File: src/rtl/riscvssc_imem_merge.sv
// -----------------------------------------------------------------------------
// riscvssc_imem_merge
//
// Merges the dual-issue core's two instruction-fetch request ports onto one
// single-ported instruction memory and steers each response back to the port
// that issued it.
//
// Port 0 carries the older fetch slot and port 1 the younger one. When both
// ports are valid in the same cycle, a one-bit round-robin pointer picks the
// winner, so a pair presented together is issued 0 then 1. Every accepted
// request pushes its source port into a small in-order tag FIFO. The memory
// returns responses in request order, so the FIFO head always names the
// destination port of the current response.
//
// Ports
//   clk, reset               clock; synchronous active-low reset
//   imemreq{0,1}_msg/val/rdy core request ports (rdy = accepted this cycle)
//   imemresp{0,1}_msg/val    core response ports (no back-pressure)
//   memreq_msg/val/rdy       merged request to memory
//   memresp_msg/val          memory response (in request order)
//   outstanding              number of in-flight requests (FIFO occupancy)
//   err_unexp_resp           sticky: a response arrived with nothing in flight
// -----------------------------------------------------------------------------
module riscvssc_imem_merge #(
  parameter int REQ_SZ  = 67,
  parameter int RESP_SZ = 35,
  parameter int DEPTH   = 4,
  parameter int CW      = 3
) (
  input  logic               clk,
  input  logic               reset,

  input  logic [REQ_SZ-1:0]  imemreq0_msg,
  input  logic               imemreq0_val,
  output logic               imemreq0_rdy,

  input  logic [REQ_SZ-1:0]  imemreq1_msg,
  input  logic               imemreq1_val,
  output logic               imemreq1_rdy,

  output logic [RESP_SZ-1:0] imemresp0_msg,
  output logic               imemresp0_val,
  output logic [RESP_SZ-1:0] imemresp1_msg,
  output logic               imemresp1_val,

  output logic [REQ_SZ-1:0]  memreq_msg,
  output logic               memreq_val,
  input  logic               memreq_rdy,

  input  logic [RESP_SZ-1:0] memresp_msg,
  input  logic               memresp_val,

  output logic [CW-1:0]      outstanding,
  output logic               err_unexp_resp
);

  localparam int PW = $clog2(DEPTH);

  typedef logic [PW-1:0] ptr_t;

  // Tag FIFO: one bit per in-flight request, 0 = port 0, 1 = port 1.
  logic [DEPTH-1:0] tag_mem;
  ptr_t             head;
  ptr_t             tail;
  logic [CW-1:0]    count;
  logic             rr;
  logic             err;

  logic full;
  logic empty;
  logic gnt_any;
  logic gnt_idx;
  logic fire;
  logic pop;
  logic unexp;
  logic head_tag;

  assign full     = (count == CW'(DEPTH));
  assign empty    = (count == '0);
  assign head_tag = tag_mem[head];

  // Grant ignores memreq_rdy so the request is visible to memory even while
  // it stalls; only the full condition withholds it.
  // NOTE: every signal driven here gets a default first, so no path through
  // the if/else tree can leave it unassigned and infer a latch.
  always_comb begin
    gnt_any = 1'b0;
    gnt_idx = 1'b0;
    if (!full) begin
      if (imemreq0_val && imemreq1_val) begin
        gnt_any = 1'b1;
        gnt_idx = rr;
      end else if (imemreq0_val) begin
        gnt_any = 1'b1;
        gnt_idx = 1'b0;
      end else if (imemreq1_val) begin
        gnt_any = 1'b1;
        gnt_idx = 1'b1;
      end
    end
  end

  // All handshake outputs are gated by reset so nothing is offered or
  // accepted while reset is held, regardless of the register contents.
  assign memreq_val   = reset & gnt_any;
  assign memreq_msg   = gnt_idx ? imemreq1_msg : imemreq0_msg;
  assign fire         = memreq_val & memreq_rdy;
  assign imemreq0_rdy = fire & ~gnt_idx;
  assign imemreq1_rdy = fire &  gnt_idx;

  // Responses are steered combinationally from the FIFO head. A response
  // with nothing in flight is dropped and flagged.
  assign pop           = reset & memresp_val & ~empty;
  assign unexp         = memresp_val & empty;
  assign imemresp0_val = pop & ~head_tag;
  assign imemresp1_val = pop &  head_tag;
  assign imemresp0_msg = memresp_msg;
  assign imemresp1_msg = memresp_msg;

  assign outstanding    = count;
  assign err_unexp_resp = err;

  // NOTE: the tag storage has no reset. A location is only read after it has
  // been written by a push, so clearing it would add reset fan-out for nothing.
  always_ff @(posedge clk) begin
    if (fire) begin
      tag_mem[tail] <= gnt_idx;
    end
  end

  // NOTE: sequential state uses non-blocking assignments, so every register
  // samples the pre-edge values and the update order within the block is
  // irrelevant.
  always_ff @(posedge clk) begin
    if (!reset) begin
      head  <= '0;
      tail  <= '0;
      count <= '0;
      rr    <= 1'b0;
      err   <= 1'b0;
    end else begin
      if (fire) begin
        tail <= tail + ptr_t'(1);
      end
      if (pop) begin
        head <= head + ptr_t'(1);
      end

      // A push and a pop in the same cycle leave the occupancy unchanged.
      unique case ({fire, pop})
        2'b10:   count <= count + CW'(1);
        2'b01:   count <= count - CW'(1);
        default: count <= count;
      endcase

      // Port 0 yields to a waiting port 1 after it wins. Port 1 always hands
      // priority back to port 0 after it wins.
      if (fire) begin
        if (gnt_idx) begin
          rr <= 1'b0;
        end else if (imemreq1_val) begin
          rr <= 1'b1;
        end
      end

      if (unexp) begin
        err <= 1'b1;
      end
    end
  end

endmodule

File: config.mk
export PLATFORM = sky130hd
export DESIGN_NAME = riscvssc_imem_merge
export DESIGN_NICKNAME = d
export VERILOG_FILES = /design/src/rtl/riscvssc_imem_merge.sv
export SDC_FILE = /design/constraint.sdc
export NUM_CORES = 1
export LEC_CHECK = 0
export CORE_AREA = 2 2 125 127
export CTS_CLUSTER_DIAMETER = 60
export DETAILED_ROUTE_END_ITERATION = 8
export DIE_AREA = 0 0 127 129
export GPL_ROUTABILITY_DRIVEN = 0
export MAX_ROUTING_LAYER = met4
export SETUP_SLACK_MARGIN = 0.3
export SYNTH_ARGS = -nofsm -noshare
export SYNTH_HDL_FRONTEND = slang
export SYNTH_SLANG_ARGS = --single-unit
export TNS_END_PERCENT = 10
File: constraint.sdc
create_clock -name clk -period 2.6 [get_ports clk]
set_input_delay 0.52 -clock clk [delete_from_list [all_inputs] [get_ports clk]]
set_output_delay 0.52 -clock clk [all_outputs]
set_load 0.01 [all_outputs]
# --- Word level (Yosys, flattened, before mapping) ---
# Index checks and enable logic that the tools add are counted.
word_totals:
  out_inout_bits: 146
  in_bits: 175
  word_cells: 50
  ff_bits: 13
classes:
  add_sub_neg: 4
  magnitude_cmp: 3
  muxes: 16
  reduce_logical: 6
  n_eq_ne: 3
  bitwise: 12
ops:
  columns: ["cell", "count"]
  rows:
  - ["two-way mux 67 bit", 1]
  - ["two-way mux 1 bit", 11]
  - ["bitwise AND 1 bit", 9]
  - ["less-than comparator 2 x 3 -> 1 bit (second input constant)", 2]
  - ["one-hot mux 3 bit (2 select lines)", 1]
  - ["adder 2 x 1 -> 2 bit (second input constant)", 2]
  - ["bitwise mux 4 bit", 1]
  - ["nonzero test 2 bit", 2]
  - ["adder 3 x 1 -> 3 bit (second input constant)", 1]
  - ["== test 3 bit (second input constant)", 1]
  - ["zero test 3 bit", 1]
  - ["NOT 1 bit", 3]
  - ["subtractor 3 x 1 -> 3 bit (second input constant)", 1]
  - ["binary-select mux 1 bit (select 2 bit)", 1]
  - ["demux 1 bit (select 2 bit)", 1]
  - ["== test 2 x 1 -> 1 bit (second input constant)", 1]
  - ["== test 2 bit (second input constant)", 1]
  - ["greater-or-equal comparator 2 x 1 -> 1 bit (second input constant)", 1]
  - ["logical AND 1 bit", 2]
  - ["AND reduction 2 bit", 1]

# --- Depth between registers and ports, before layout ---
depth:
  word_depth: 8
  mapped_depth: 9

# --- Worst setup path before layout ---
# Ideal clock, no wire load.
synth_timing:
  path_type: "register to register"
  start: "register count[2] (netlist: outstanding[2])"
  end: "register count[2] (netlist: outstanding[2])"
  synth_period_minus_slack_ns: 2.399
  path_slack_ns: 0.201
  path_stages_with_launch: 10
  required_time_ns: 2.524
  arrival_time_ns: 2.323
  path_cell_list: "dfxtp_1 > or3b_4 > o2111a_1 > inv_1 > ha_1 > inv_1 > fa_1 > xor2_1 > or3_2 > a21boi_0"
synth_via:
  elab_chain_cells: 6
  word_cells_on_any_way: 13
synth_rtl:
  columns: ["item", "line_no", "rtl"]
  rows:
  - ["start: declaration", "65", "logic [CW-1:0] count;"]
  - ["start signal: assignment", "151", "2'b10: count <= count + CW'(1);"]
  - ["start signal: assignment", "152", "2'b01: count <= count - CW'(1);"]
  - ["start signal: assignment", "153", "default: count <= count;"]
  - ["== test 3 bit", "78", "assign full = (count == CW'(DEPTH));"]
  - ["two-way mux 1 bit", "89", "if (!full) begin"]
  - ["bitwise AND 1 bit", "105", "assign memreq_val = reset & gnt_any;"]
  - ["bitwise AND 1 bit", "107", "assign fire = memreq_val & memreq_rdy;"]
  - ["== test 2 x 1 -> 1 bit / == test 2 bit (equally long branches)", "150", "unique case ({fire, pop})"]
  - ["one-hot mux 3 bit (2 select lines) / nonzero test 2 bit (equally long branches)", null, null]
# Parallel ways exist; a longest one is shown, timed or not.
# A chain may end at the register's enable or synchronous reset.

# --- Final worst setup path ---
layout_timing:
  start: "register count[0] (netlist: outstanding[0])"
  end: "output memreq_msg[8]"
layout_via:
  elab_chain_cells: 3
layout_rtl:
  columns: ["item", "line_no", "rtl"]
  rows:
  - ["== test 3 bit", "78", null]
  - ["two-way mux 1 bit", "89", null]
  - ["two-way mux 67 bit", "106", "assign memreq_msg = gnt_idx ? imemreq1_msg : imemreq0_msg;"]
  - ["end: declaration", "46", "output logic [REQ_SZ-1:0] memreq_msg,"]
# Every way passes these cells.

==> results_tabular.tex <==
\begin{tabular}{lr}
\hline
Metric & Value \\
\hline
\multicolumn{2}{l}{\textbf{Cells and area}} \\
Area Overhead vs Synth & 104\% \\
Multi-input combinational cell area & about 0.0014 mm\^{}2 \\
Number of filler cells placed in the layout & 1495 \\
Share of post-route cells with drive strength above 1 & 49.5\% \\
Most used cells in the layout excluding fill and tap cells & clkdlybuf4s50\_1, buf\_6, mux2\_4, buf\_4, buf\_12 \\
Antenna diode count & 0 \\
Leading cell type in the layout, fill and taps excluded & clkdlybuf4s50\_1 \\
Sequential Area & between 300 and 400 um\^{}2 \\
Final net count & a little under 600 \\
\multicolumn{2}{l}{\textbf{Floorplanning}} \\
Starting density of the core & 16.1\% \\
Area enclosed by the die boundary & around 0.016 mm\^{}2 \\
Horizontal die dimension & 127 um \\
Row cnt & 45 \\
Core ar. & $\sim$0.015 mm\^{}2 \\
I/O Pins & roughly 320 \\
Die span in y & $\sim$130 um \\
\multicolumn{2}{l}{\textbf{Timing}} \\
Smallest setup slack after layout & -8.15 ps \\
Tmin final & between 2000 and 3000 ps \\
Slew HR & approximately 83\% \\
RSZ-0062 raised after global routing & true \\
Worst slew pin tran & 260 ps \\
Final critical-path share of the clock period & 100\% \\
Final setup fails & 6 \\
Final Hold Vio Count & 0 \\
Maximum clock frequency & 383 MHz \\
Setup TNS after final layout & -18.5 ps \\
Setup Skew & around 2.2 ps \\
Slew Viols, Final & 0 \\
\multicolumn{2}{l}{\textbf{Worst setup path}} \\
Startpoint Class & flop \\
Classification of the worst setup path & flop to output port \\
Delay of the slowest cell on the worst path & roughly 400 ps \\
Crit path from & outstanding[0]\$\_SDFFE\_PN0P\_ \\
CP max-delay cell & or3b\_4 \\
Buf/Inv on CP & 5 \\
Data required, critical path & 2080 ps \\
Type of element capturing the critical path & output port \\
Largest delay share family, worst path & buffers and inverters \\
Worst reg2reg path startpoint & outstanding[0]\$\_SDFFE\_PN0P\_ \\
Flop2flop setup slack & roughly 290 ps \\
Data arrival time of the worst path & roughly 2100 ps \\
Crit-path cells & or3b\_4 > and3\_4 > buf\_12 > buf\_12 > buf\_16 > buf\_12 > mux2\_4 > buf\_6 \\
CP max FO & 8 \\
Crit path top cell by count & buf\_12 \\
\multicolumn{2}{l}{\textbf{Global routing}} \\
Global-route wire length before repair & roughly 13 mm \\
Antenna violations before repair & 0 \\
Maximum number of pins on one net before global-route repair & 10 \\
Global router's overall resource usage & between 10\% and 20\% \\
Aggregate global routing overflow & 0 \\
Via count of the first global-routing pass & approximately 2.3k \\
\multicolumn{2}{l}{\textbf{Logic synthesis}} \\
Number of unique standard cell types used by synthesis & 30 \\
Post-synthesis cell area & around 0.0024 mm\^{}2 \\
Post-synthesis area per instance & between 10 and 15 um\^{}2 \\
Gate count after technology mapping & 215 \\
Cell types with the largest area share after synthesis & mux2\_4, buf\_4, dfxtp\_1, buf\_12, edfxtp\_1 \\
Library cell occupying the most area in the post-synthesis netlist & mux2\_4 \\
Async SR Flop Fraction & 0\% \\
Synth Register Bits & 13 \\
Sequential fraction of the synthesis area & between 10\% and 20\% \\
Main flop type after synthesis & dfxtp\_1 \\
Number of enable flip-flop cells after synthesis & 4 \\
Share of the synthesized area in the top cell type & about two fifths \\
Number of nets produced by synthesis & slightly below 400 \\
YS warnings & 0 \\
\multicolumn{2}{l}{\textbf{Power}} \\
IR Drop Worst-Case VDD & roughly 0.00027 V \\
Total power & 1440 uW \\
Power Density & approximately 290 mW/mm\^{}2 \\
Standby leakage power & $\sim$0.0022 uW \\
\multicolumn{2}{l}{\textbf{Clock tree}} \\
Worst-path clk slew & around 50 ps \\
Later-pin clock latency in the skew report & 240 ps \\
Number of buffers on the longest clock path & 2 \\
Clock root buffer & clkbuf\_16 \\
CTS Hold Buffers Added & 0 \\
Total clock sinks & 13 \\
Number of buffers inserted during clock tree synthesis & 3 \\
H-tree depth reported by CTS & 1 \\
Clock tree from TritonCTS & done \\
\multicolumn{2}{l}{\textbf{Drt}} \\
Final antenna-violating net count & 0 \\
Drt wl/cell & roughly 16 um \\
Drt drc & 0 \\
Starting DRT DRC Count & 41 \\
Total detailed-routing wirelength & about 9.2 mm \\
Total via count after detailed routing & 2240 \\
First-pass iteration count of the detailed router & 4 \\
Via count normalized by instance count & about 3.8 \\
\multicolumn{2}{l}{\textbf{Min path}} \\
Beginning of the worst hold path & head[1]\$\_SDFFE\_PN0P\_ \\
Class of the most critical hold timing path & flop to flop \\
\multicolumn{2}{l}{\textbf{Outcome}} \\
Violations in the final reports & setup timing \\
Run status & complete, but fails checks \\
\multicolumn{2}{l}{\textbf{Place}} \\
Estimated wirelength of the detail-placed design & slightly below 7 mm \\
Post-placement setup slack & -298 ps \\
PortBufs & about 220 \\
\multicolumn{2}{l}{\textbf{Job}} \\
Number of max-capacitance violations reported & 0 \\
\hline
\end{tabular}
[cells by family after synthesis]
group | synth area share [%]
multiplexers | 44.4
XOR/XNOR | 0.729
flip-flops | 12.5
AND/OR/NAND/NOR | 6.35
AO/OA/AOI/OAI | 2.81
buffers and inverters | 29.8
adder cells (fa/ha/maj) | 3.43
[through the flow]
step | instances | utilization [%] | area (um^2) | hold WS, ps
2_1_floorplan | 215 | - | 2420 | 441
3_3_place_gp | 558 | 28.6 | 4280 | 453
3_5_place_dp | 558 | 28.6 | 4280 | 478
4_1_cts | 582 | 32.2 | 4820 | 491
5_1_grt | 588 | 32.8 | 4910 | 503
6_report | 588 | 32.8 | 4910 | 488
[synthesized netlist by cell type, types with 2 or more instances]
cell	number
dfxtp_1	9
nand2_1	8
edfxtp_1	4
ha_1	5
and2_1	8
o211a_1	2
mux2i_1	4
nor2_1	2
inv_1	7
o21ai_0	3
buf_4	70
nand3_1	2
buf_12	8
mux2_4	67
[report_power, final]
group	internal (uW)	switching (uW)	leakage [uW]
logic	630	286	0.00202
clock network	207	84.9	0.0000382
registers	224	9.49	0.000112
total	1060	380	0.00217
[final cells by class]
cell class	count	area share, %
clock buffer	4	1.61
multi-input combinational	116	29.2
tap	188	4.79
inverter	7	0.536
timing repair buffer	260	57.6
sequential	13	6.25
[sequential cells by signal, summed over array words and instances (netlist names)]
| name | cells |
|---|---|
| outstanding | 3 |
| rr | 1 |
| tag_mem | 4 |
| tail | 2 |
| head | 2 |
| err_unexp_resp | 1 |
[path summary, 6_finish.rpt]
check / depth (start not counted) / end
setup / recovery: 8 / memreq_msg[8]
setup reg to reg: 10 / outstanding[2]$_SDFFE_PN0P_
hold reg to reg: 1 / head[1]$_SDFFE_PN0P_
hold / removal: 1 / head[1]$_SDFFE_PN0P_
[per-layer routing]
| layer | track usage, % | routed length (um) | vias to the layer above |
|---|---|---|---|
| li1 | - | - | 1036 |
| met1 | 12.0 | 3560 | 1007 |
| met2 | 16.6 | 4370 | 188 |
| met3 | 4.74 | 1150 | 9 |
| met4 | 2.13 | 116 | 0 |
| met5 | - | 0 | - |
[timing repair]
| action | in CTS | in global routing |
|---|---|---|
| cloned | 4 | 0 |
| endpoints found under the setup margin | 73 | 70 |
| gates resized for setup | 367 | 10 |
| pin swaps | 3 | 4 |
| buffers inserted | 16 | 6 |
(Power assumes the default switching activity.)
